==> config.mk <==
export PLATFORM = sky130hd
export DESIGN_NAME = rf_wb_arbiter
export DESIGN_NICKNAME = d
export VERILOG_FILES = /design/src/rtl/npc_pkg.sv /design/src/rtl/rr_arbiter.sv /design/src/rtl/rf_wb_arbiter.sv
export SDC_FILE = /design/constraint.sdc
export NUM_CORES = 1
export LEC_CHECK = 0
export ABC_AREA = 1
export BUFFER_PORTS_ARGS = -buffer_cell sky130_fd_sc_hd__buf_2
export CAP_MARGIN = 5
export CORE_UTILIZATION = 25
export DETAILED_ROUTE_END_ITERATION = 7
export PLACE_DENSITY = 0.48
export SLEW_MARGIN = 15
export SYNTH_ARGS = -nofsm -noshare
export SYNTH_HDL_FRONTEND = slang
export SYNTH_SLANG_ARGS = --single-unit
==> constraint.sdc <==
create_clock -name clk -period 3 [get_ports clk]
set_input_delay 0.6 -clock clk [delete_from_list [all_inputs] [get_ports clk]]
set_output_delay 0.6 -clock clk [all_outputs]
set_load 0.01 [all_outputs]
==> src/rtl/npc_pkg.sv <==
// Shared core-wide types: register index and machine word widths, plus the
// writeback requester numbering used by the register-file write arbiter.
package npc_pkg;

  localparam int NPC_REG_AW = 5;
  localparam int NPC_XLEN   = 32;

  typedef logic [NPC_REG_AW-1:0] reg_idx_t;
  typedef logic [NPC_XLEN-1:0]   xword_t;

  typedef enum logic [1:0] {
    WB_ALU = 2'd0,
    WB_LSU = 2'd1,
    WB_CSR = 2'd2
  } wb_src_e;

endpackage

==> src/rtl/rr_arbiter.sv <==
// Round-robin arbiter: one-hot grant scanning upward from a rotating pointer,
// which moves just past the winner whenever the grant is taken.
module rr_arbiter #(
  parameter int N = 3
) (
  input  logic         clk,
  input  logic         rst_n,
  input  logic [N-1:0] req,
  input  logic         advance,
  output logic [N-1:0] grant
);

  localparam int PW = (N > 1) ? $clog2(N) : 1;

  logic [PW-1:0] ptr;
  logic [PW-1:0] win;
  logic [PW:0]   sum;
  logic [PW-1:0] idx;

  // Walk the scan order backwards so the last hit assigned is the first one
  // reached from the pointer.
  // NOTE: every always_comb output gets a default before any branch so no
  // path leaves it unassigned, which would otherwise infer a latch.
  always_comb begin
    grant = '0;
    win   = ptr;
    sum   = '0;
    idx   = '0;
    for (int off = N - 1; off >= 0; off--) begin
      sum = {1'b0, ptr} + (PW+1)'(off);
      if (sum >= (PW+1)'(N)) sum = sum - (PW+1)'(N);
      idx = sum[PW-1:0];
      if (req[idx]) begin
        grant      = '0;
        grant[idx] = 1'b1;
        win        = idx;
      end
    end
  end

  // NOTE: sequential state uses non-blocking assignments so every flop
  // samples pre-edge values regardless of block ordering.
  always_ff @(posedge clk or negedge rst_n) begin
    if (!rst_n) begin
      ptr <= '0;
    end else if (advance) begin
      ptr <= (win == PW'(N - 1)) ? '0 : win + 1'b1;
    end
  end

endmodule

==> src/rtl/rf_wb_arbiter.sv <==
// Register-file write-port arbiter: round-robin writeback selection with a
// one-cycle output register, plus the per-register busy scoreboard for decode.
module rf_wb_arbiter
  import npc_pkg::*;
#(
  parameter int ADDR_WIDTH = NPC_REG_AW,
  parameter int DATA_WIDTH = NPC_XLEN,
  parameter int NUM_REQ    = 3
) (
  input  logic                          clk,
  input  logic                          rst_n,
  input  logic [NUM_REQ-1:0]            req_valid,
  output logic [NUM_REQ-1:0]            req_ready,
  input  logic [NUM_REQ*ADDR_WIDTH-1:0] req_addr,
  input  logic [NUM_REQ*DATA_WIDTH-1:0] req_data,
  input  logic                          issue_valid,
  input  logic [ADDR_WIDTH-1:0]         issue_rd,
  input  logic                          flush,
  output logic                          rf_wen,
  output logic [ADDR_WIDTH-1:0]         rf_waddr,
  output logic [DATA_WIDTH-1:0]         rf_wdata,
  output logic [2**ADDR_WIDTH-1:0]      busy
);

  logic [NUM_REQ-1:0]      arb_req;
  logic [NUM_REQ-1:0]      grant;
  logic                    handshake;
  logic [ADDR_WIDTH-1:0]   sel_addr;
  logic [DATA_WIDTH-1:0]   sel_data;
  logic [2**ADDR_WIDTH-1:0] busy_next;

  // Flush suppresses arbitration entirely; reset masks the grant outright.
  assign arb_req   = req_valid & {NUM_REQ{~flush}};
  assign req_ready = grant & {NUM_REQ{rst_n}};
  assign handshake = |(req_valid & req_ready);

  rr_arbiter #(.N(NUM_REQ)) u_rr_arbiter (
    .clk     (clk),
    .rst_n   (rst_n),
    .req     (arb_req),
    .advance (handshake),
    .grant   (grant)
  );

  always_comb begin
    sel_addr = '0;
    sel_data = '0;
    for (int i = 0; i < NUM_REQ; i++) begin
      if (req_ready[i]) begin
        sel_addr = req_addr[i*ADDR_WIDTH +: ADDR_WIDTH];
        sel_data = req_data[i*DATA_WIDTH +: DATA_WIDTH];
      end
    end
  end

  // Clear on write, then set on issue (set wins), then flush overrides all.
  always_comb begin
    busy_next = busy;
    if (rf_wen) busy_next[rf_waddr] = 1'b0;
    if (issue_valid && (issue_rd != '0) && !flush) busy_next[issue_rd] = 1'b1;
    if (flush) busy_next = '0;
    busy_next[0] = 1'b0;
  end

  // Writes to x0 are accepted from the requester but never reach the file.
  always_ff @(posedge clk or negedge rst_n) begin
    if (!rst_n) begin
      rf_wen   <= 1'b0;
      rf_waddr <= '0;
      rf_wdata <= '0;
      busy     <= '0;
    end else begin
      rf_wen <= 1'b0;
      if (handshake) begin
        rf_wen   <= (sel_addr != '0);
        rf_waddr <= sel_addr;
        rf_wdata <= sel_data;
      end
      busy <= busy_next;
    end
  end

endmodule

After elaboration in Yosys (flattened, before gate mapping)
Index checks and enable logic that the tools add are counted.
- $add $sub $neg: 6
- multipliers: 0
- div/mod/pow operators: 0
- magnitude comparators: 13
- equality and inequality tests: 1
- shift-type cells: 0
- muxes and demuxes: 36
- bitwise gates (word level): 7
- reduce and logical (&&, ||, !) cells: 11
- operators with widths (cell ; count):
    $mux 32 ; 6
    $and 32x32->32 ; 1
    $not 32->32 ; 1
    $or 32x32->32 ; 1
    $mux 5 ; 3
    $mux 2 ; 7
    $lt 5x6->1 const B ; 2
    $demux 1 s5 ; 2
    $ge 5x1->1 const B ; 2
    $reduce_bool 5->1 ; 2
    $and 3x3->3 ; 3
    $lt 2x3->1 const B ; 3
    $mux 1 ; 9
    $mux 3 ; 3
    $logic_and 1x1->1 ; 7
    $bmux 1 s2 ; 3
    $demux 1 s2 ; 3
    $ge 2x1->1 const B ; 3
    $ge 3x2->1 const B ; 2
    $sub 2x2->2 const B ; 3
    $add 2x1->3 const B ; 1
    $add 2x2->3 const B ; 1
    $reduce_or 3->1 ; 1
    $add 2x1->2 const B ; 1
    4 further kinds ; 4
- register bits: 71
- bits in latches: 0
- RAM bits: 0
- memory bits (read-only): 0
- input port bits: 123
- output and inout bits: 73
- word-level logic and storage cells: 79
- memories: 0

Longest topological paths before layout
Gate-level depths: netlist of the first run.
- word-level depth: 16
- mapped depth: 16

Hierarchy
A second synthesis of the first run with hierarchy kept.
- cells, all modules: 549
- area total of the unflattened synthesis: 4006.3 µm²
- by module, submodules not included (module ; instances ; cells an instance ; area each (µm²) ; seq. area each (µm²)):
    rf_wb_arbiter ; 1 ; 488 ; 3648.5 ; 1726.7
    rr_arbiter ; 1 ; 61 ; 357.8 ; 50.0

Worst setup path after synthesis of the first run
OpenSTA, ideal clock, no wires.
- path type: register to output
- from: reg u_rr_arbiter.ptr[1]
- to: out req_ready[2]
- data arrival time: 1.668 ns
- data required time: 2.400 ns
- path slack: 0.732 ns
- cell stages (with the launch flop): 12
- path buffers: 1
- cell sequence: dfrtp_1 -> inv_1 -> ha_1 -> inv_2 -> nand3_1 -> nand3b_2 -> nand2_2 -> inv_2 -> o21ai_2 -> nand2_2 -> clkinv_1 -> buf_2
- cells in the longest elaborated chain, start to end: 11
- elaborated cells between the ends (all ways): 36
- classes of those cells: 5 x add/sub; 9 x order compare; 18 x mux; 1 x bitwise; 3 x reduce/logical
- RTL lines (item ; RTL line ; RTL):
    from (decl) ; rr_arbiter.sv:15 ; logic [PW-1:0] ptr;
    from (signal assigned) ; rr_arbiter.sv:47 ; ptr <= (win == PW'(N - 1)) ? '0 : win + 1'b1;
    $add 2x2->3 ; rr_arbiter.sv:30 ; sum = {1'b0, ptr} + (PW+1)'(off);
    $ge 3x2->1 / $sub 2x2->2 (equally long branches) ; rr_arbiter.sv:31 ; if (sum >= (PW+1)'(N)) sum = sum - (PW+1)'(N);
    $mux 2 ; rr_arbiter.sv:31 ;
    $lt 2x3->1 (implied by the code) / $ge 2x1->1 (equally long branches) ; rr_arbiter.sv:35 ; grant[idx] = 1'b1;
    $logic_and 1x1->1 (implied by the code) ; rr_arbiter.sv:35 ;
    $mux 1 (implied by the code) ; rr_arbiter.sv:35 ;
    $demux 1 s2 ; n/a ;
    $mux 3 (2 in a row) ; rr_arbiter.sv:33 ; if (req[idx]) begin
    $mux 3 (*) ; rr_arbiter.sv:33 ;
    $and 3x3->3 (*) ; rf_wb_arbiter.sv:34 ; assign req_ready = grant & {NUM_REQ{rst_n}};
    to (decl) ; rf_wb_arbiter.sv:13 ; output logic [NUM_REQ-1:0] req_ready,
Mark *: on every way between the ends. The rest lies on a longest branch, timed or not. The select of a mux whose other input is x is not followed.

Worst setup path in the final report of the first run
- from: reg u_rr_arbiter.ptr[0]
- to: out req_ready[1]
Same word-level chain as after synthesis.

==> results of run 1 <==
[kinds of logic after synthesis]
| group | after synthesis | share of synthesized area |
|---|---|---|
| simple gates | 305 | 0.321 |
| compound gates | 105 | 0.180 |
| other cells | 1 | 0.000879 |
| flops | 71 | 0.417 |
| buf+inv | 57 | 0.0725 |
| fa+ha+maj | 3 | 0.00880 |
[where the power goes]
part | total [uW] | internal (uW) | switching (uW)
Combinational | 2920 | 1070 | 1850
Sequential | 1490 | 1270 | 219
Clock | 1300 | 883 | 413
[metrics by stage]
stage | setup slack, ns | hold slack, ns | cell area, sq um
final | 0.209 | 0.194 | 5760
after detailed placement | 0.271 | 0.512 | 5380
after global placement | 0.391 | 0.508 | 5380
after floorplan | 0.732 | 0.304 | 4260
after CTS | 0.0823 | 0.190 | 5750
after global routing | 0.0448 | 0.204 | 5760
[layout by cell type, fill, tap and decap left out, types with 2 or more instances in the layout]
cell type / instances
a21oi_1: 32
buf_2: 193
buf_4: 8
bufinv_16: 3
clkbuf_16: 9
clkbuf_8: 3
dfrtp_1: 71
ha_1: 2
inv_1: 20
inv_2: 6
nand2_1: 161
nand2_2: 7
nand2_4: 2
nand3_1: 102
nand3b_1: 4
nand4_1: 3
nor2_1: 11
nor3_1: 9
o211ai_1: 2
o211ai_2: 30
o21ai_0: 36
o21bai_1: 3
[final timing paths]
| kind | cells past startpoint | to | slack, ns | from |
|---|---|---|---|---|
| max | 12 | req_ready[1] | 0.21 | u_rr_arbiter.ptr[0]$_DFFE_PN0P_ |
| min | 1 | rf_wdata[8]$_DFFE_PN0P_ | 0.19 | rst_n |
| max reg2reg | 16 | u_rr_arbiter.ptr[0]$_DFFE_PN0P_ | 0.33 | u_rr_arbiter.ptr[0]$_DFFE_PN0P_ |
| min reg2reg | 2 | rf_wdata[18]$_DFFE_PN0P_ | 0.52 | rf_wdata[18]$_DFFE_PN0P_ |
| max in group asynchronous | 2 | rf_wdata[25]$_DFFE_PN0P_ | 1.82 | rst_n |
| min in group clk | 3 | rf_wdata[23]$_DFFE_PN0P_ | 0.48 | req_data[87] |
[worst max-delay path, stage by stage, from the launching register on]
cell,delay (ns)
dfrtp_1,0.38
inv_1,0.13
ha_1,0.30
inv_2,0.15
nand2_1,0.11
nand2_2,0.11
nand2_2,0.08
nand2_1,0.09
nand3_2,0.08
nand2_4,0.11
nand2_4,0.08
inv_2,0.08
buf_2,0.14
[metal layers]
layer,up-vias,wire length (um),GRT usage
met1,2105,6590,0.212
met2,194,6450,0.274
met5,-,0,0
met3,21,1100,0.0464
met4,0,263,0.0594
li1,2220,-,-
[final cells by class]
type / count / area share
multi-input cells: 414 / 0.379
flip-flops and latches: 71 / 0.309
repair buffers: 202 / 0.182
well taps: 220 / 0.0478
clock buffers: 12 / 0.0463
inverters: 28 / 0.0193
clock inverters: 4 / 0.0172
[registers in the layout (all words and copies together), names as in the netlist]
register          flops
rf_wen                1
busy                 31
rf_waddr              5
u_rr_arbiter.ptr      2
rf_wdata             32
==> metrics.cfg, run 1 <==
[outcome]
outcome=complete, no violations

[timing]
post-route-min-period_ns=2.79
maxSlewViolCount=0
rsz0062_at_grt=no
fmax_mhz=358
final-setup-viol-count=0
hold_viol=0
clock_skew_ns=0.00545
slew-limit-headroom=0.552
fin_crit_sh=0.930
worst_pin_slew_ns=0.669
tns_ns=0

[placed_design]
io_buffers=194
dp_cells=935
gp_congestion=0.823
hpwl_um=11000

[floorplan]
start_util=0.256
die_x_um=133
rows=47
core-area_sq_mm=0.0166
io_pins=196
die_y_um=133
die_area_sq_mm=0.0176

[run]
maxCapViolations=0

[logic_synthesis]
synth-seq-cells=71
synth_edf_count=0
ys_warn_count=0
yosysSeqAreaShare=0.417
yosys-top-cells-area=dfrtp_1 42%, nand2_1 14%, nand3_1 12%, o211ai_2 8.8%, o21ai_0 4.2%
synth_nets=668
syn_inst=542
async_flop_share=1.00
synth_cell_types=32
synth_commonest_cells=161 x nand2_1, 102 x nand3_1, 71 x dfrtp_1
synthFlopType=dfrtp_1
yosys.area.top_type=dfrtp_1
syn-cell-area_sq_mm=0.00426
yosys.cell_count.top_type=nand2_1
syn_area_per_cell_sq_um=7.87
synth.top_cell.area_share=0.417

[finish]
fill_cells=1790
nets=852
finalNonFillerCells=951
syn2layout_area_growth_pct=35.0
multi_input_area_sq_mm=0.00218
antenna_cells=0
postLayoutCoreUtil=0.346
seq_area_sq_mm=0.00178
drive_gt1_frac=0.369

[min_path]
min_path_type=in2async

[grt]
grt-ovfl-total=0
grt_antenna_before_repair=0
grt_max_degree=68
groute.usage.overall=0.168
grt_pass1_wl_um=23200
grt_pass1_vias=4481

[critical_path]
path_class=reg2out
required_ns=2.40
end_kind=output port
critPathMaxFanout=8
worst_setup_path_start_kind=register
critPathArrivalTime_ns=2.19

[cts]
numCtsBuffers=9
clkTransAtPathRegs_ns=0.06
cts_resized=0
cts.sinks=71
cts_tree=done
post_cts_buffers=0
clk_latency_ns=0.33
clk_path_buf_depth=2
root_buffer=clkbuf_16
postCtsHoldBufs=0
htreeDepth=3

[power]
powerDensity_mw_per_mm2=991
leakage_uw=0.00296
ir_worst_vdd_v=0.000573
power.total_uw=5700

[detailed_routing]
totalWireLength_um=14400
wire_per_inst_um=15.1
num_vias=4540
ant_nets=0
post-route-drc-count=0
drt-initial-drc-count=240
vias_per_cell=4.77
first_pass_iters=4

Note: power is estimated with default switching activity, not from simulation.
==> inputs of run 2 (changes only) <==
Settings changed: CORE_UTILIZATION 25 to 51, PLACE_DENSITY 0.48 to 0.86.
==> run 2 against run 1 <==
  * Combinational power increased by 2%
  * Die area down 50%
  * Largest power group unchanged
  * Wire length decreased by 10%
  * First-iteration DRC count grew 17%
  * Non-clock buffer count grew 2
  * Sequential power is essentially flat
  * Core utilization is 35 points higher
  * Total power is 8.1% lower
  * Highest routed layer unchanged
  * Clock power decreased by 40%
==> metrics.cfg, run 2 (same netlist as run 1, synthesis figures left out) <==
[power]
powerDensity_mw_per_mm2=960  ; was 991 mW/mm^2
leakage_uw=0.00288  ; was 0.00296 uW
ir_worst_vdd_v=0.000759  ; was 0.000573 V
power.total_uw=5240  ; was 5700 uW

[finish]
final_cell_mix=193 x buf_2, 161 x nand2_1, 102 x nand3_1  ; unchanged
reg.largest.list=rf_wdata: 32 flops, busy: 31 flops, rf_waddr: 5 flops  ; unchanged
nets=854  ; was 852
seq_area_sq_mm=0.00178  ; unchanged
syn2layout_area_growth_pct=28.0  ; was 35.0%
multi_input_area_sq_mm=0.00219  ; was 0.00218 sq mm
fill_cells=672  ; was 1790
largest_register_ffs=32  ; unchanged
final_common_cell=buf_2  ; unchanged
antenna_cells=0  ; unchanged
regMostFlops=rf_wdata  ; unchanged
drive_gt1_frac=0.369  ; about the same

[timing]
final-setup-viol-count=0  ; unchanged
maxSlewViolCount=0  ; unchanged
worst_pin_slew_ns=0.972  ; was 0.669 ns
tns_ns=0  ; unchanged
rsz0062_at_grt=no  ; unchanged
clock_skew_ns=0.0140  ; was 0.00545 ns
hold_viol=0  ; unchanged
slew-limit-headroom=0.347  ; was 0.552
fmax_mhz=357  ; was 358 MHz
post-route-min-period_ns=2.80  ; was 2.79 ns
fin_crit_sh=0.934  ; was 0.930

[detailed_routing]
vias_per_cell=5.54  ; was 4.77
wl_met1_um=5090  ; was 6590 um
wire_per_inst_um=15.5  ; was 15.1 um
totalWireLength_um=12900  ; was 14400 um
wl_met3_um=1070  ; was 1100 um
num_vias=4618  ; was 4540
highest_layer=met4  ; unchanged
dr_wl_met2_um=6360  ; was 6450 um
ant_nets=0  ; unchanged
post-route-drc-count=0  ; unchanged
first_pass_iters=5  ; was 4
drt-initial-drc-count=280  ; was 240

[critical_path]
rr_worst_depth=15  ; was 16
worst_setup_path_start_kind=register  ; unchanged
end_kind=output port  ; unchanged
max_stage_delay_ns=0.37  ; was 0.38 ns
cp.depth=12  ; unchanged
cpLargestDelayFamily=simple AND/OR/NAND/NOR gates  ; unchanged
path_class=reg2out  ; unchanged
critPathMaxFanout=14  ; was 8
cpMostUsedCell=inv_2
required_ns=2.40  ; about the same
worst-path-buf-inv=4  ; unchanged
critPathArrivalTime_ns=2.20  ; was 2.19 ns
path_cells=inv_2 -> ha_1 -> inv_2 -> nand3_1 -> nand3_1 -> nand2_2 -> nand2_1 -> nand3_2 -> nand2_4 -> nand2_8 -> inv_2 -> buf_2  ; was inv_1 -> ha_1 -> inv_2 -> nand2_1 -> nand2_2 -> nand2_2 -> nand2_1 -> nand3_2 -> nand2_4 -> nand2_4 -> inv_2 -> buf_2
slowest_stage=dfrtp_1  ; unchanged

[floorplan]
start_util=0.541  ; was 0.256
die_x_um=93.4  ; was 133 um
die_area_sq_mm=0.00873  ; was 0.0176 sq mm
core-area_sq_mm=0.00789  ; was 0.0166 sq mm
rows=32  ; was 47
die_y_um=93.4  ; was 133 um
io_pins=196  ; unchanged

[grt]
groute.usage.overall=0.302  ; was 0.168
grt_max_degree=58  ; was 68
grt-ovfl-total=0  ; unchanged
grt_pass1_wl_um=20500  ; was 23200 um
grt_pass1_vias=4324  ; was 4481
grt_antenna_before_repair=0  ; unchanged

[min_path]
min_path_type=in2async  ; unchanged

[cts]
cts_tree=done  ; unchanged
cts.sinks=71  ; unchanged
clkTransAtPathRegs_ns=0.08  ; was 0.06 ns
clk_path_buf_depth=2  ; unchanged
htreeDepth=3  ; unchanged
clk_latency_ns=0.36  ; was 0.33 ns
root_buffer=clkbuf_8  ; was clkbuf_16
numCtsBuffers=9  ; unchanged

[placed_design]
gp_congestion=0.886  ; was 0.823
hpwl_um=9820  ; was 11000 um
io_buffers=194  ; unchanged

[outcome]
outcome=complete, no violations  ; unchanged

[run]
maxCapViolations=0  ; unchanged

==> run 2: where the power goes <==
group / internal (uW) / total (uW) / switching [uW]
Sequential: 1270 / 1470 / 200
Clock: 402 / 778 / 376
Combinational: 1100 / 2990 / 1890
==> run 2: metrics by stage <==
stage          hold WS [ns]  utilization  instances  setup WS, ns  area, sq um
6_report              0.139        0.692        834         0.197         5460
5_1_grt               0.146        0.692        834        0.0156         5460
4_1_cts               0.134        0.689        832        0.0557         5430
3_5_place_dp          0.509        0.664        817         0.326         5240
3_3_place_gp          0.509        0.664        817         0.395         5240
2_1_floorplan         0.304            -        542         0.732         4260
==> run 2: area by class of cell <==
type / instances / area share
clock inverters: 5 / 0.0108
inverters: 28 / 0.0197
repair buffers: 204 / 0.194
well taps: 102 / 0.0234
multi-input cells: 414 / 0.401
flip-flops and latches: 71 / 0.326
clock buffers: 10 / 0.0252
==> run 2: worst paths after layout <==
path	startpoint	to	slack [ns]
min	rst_n	rf_wdata[20]$_DFFE_PN0P_	0.14
min reg2reg	rf_wdata[27]$_DFFE_PN0P_	rf_wdata[27]$_DFFE_PN0P_	0.52
max reg2reg	u_rr_arbiter.ptr[1]$_DFFE_PN0P_	u_rr_arbiter.ptr[1]$_DFFE_PN0P_	0.39
min in group clk	req_data[88]	rf_wdata[24]$_DFFE_PN0P_	0.46
max	u_rr_arbiter.ptr[0]$_DFFE_PN0P_	req_ready[1]	0.20
max in group asynchronous	rst_n	busy[17]$_DFF_PN0_	1.82
==> run 2: what timing repair did <==
action | CTS | global route
gates resized for setup | 0 | 3
hold endpoints to repair | 0 | 0
hold buffers | 0 | 0
endpoints found under the setup margin | 0 | 6
buffers inserted | 0 | 2
==> run 2: layer usage <==
metal | track usage | vias up
met2 | 0.505 | 250
met4 | 0.135 | 0
met5 | 0 | -
met3 | 0.0520 | 37
li1 | - | 2214
met1 | 0.384 | 2117
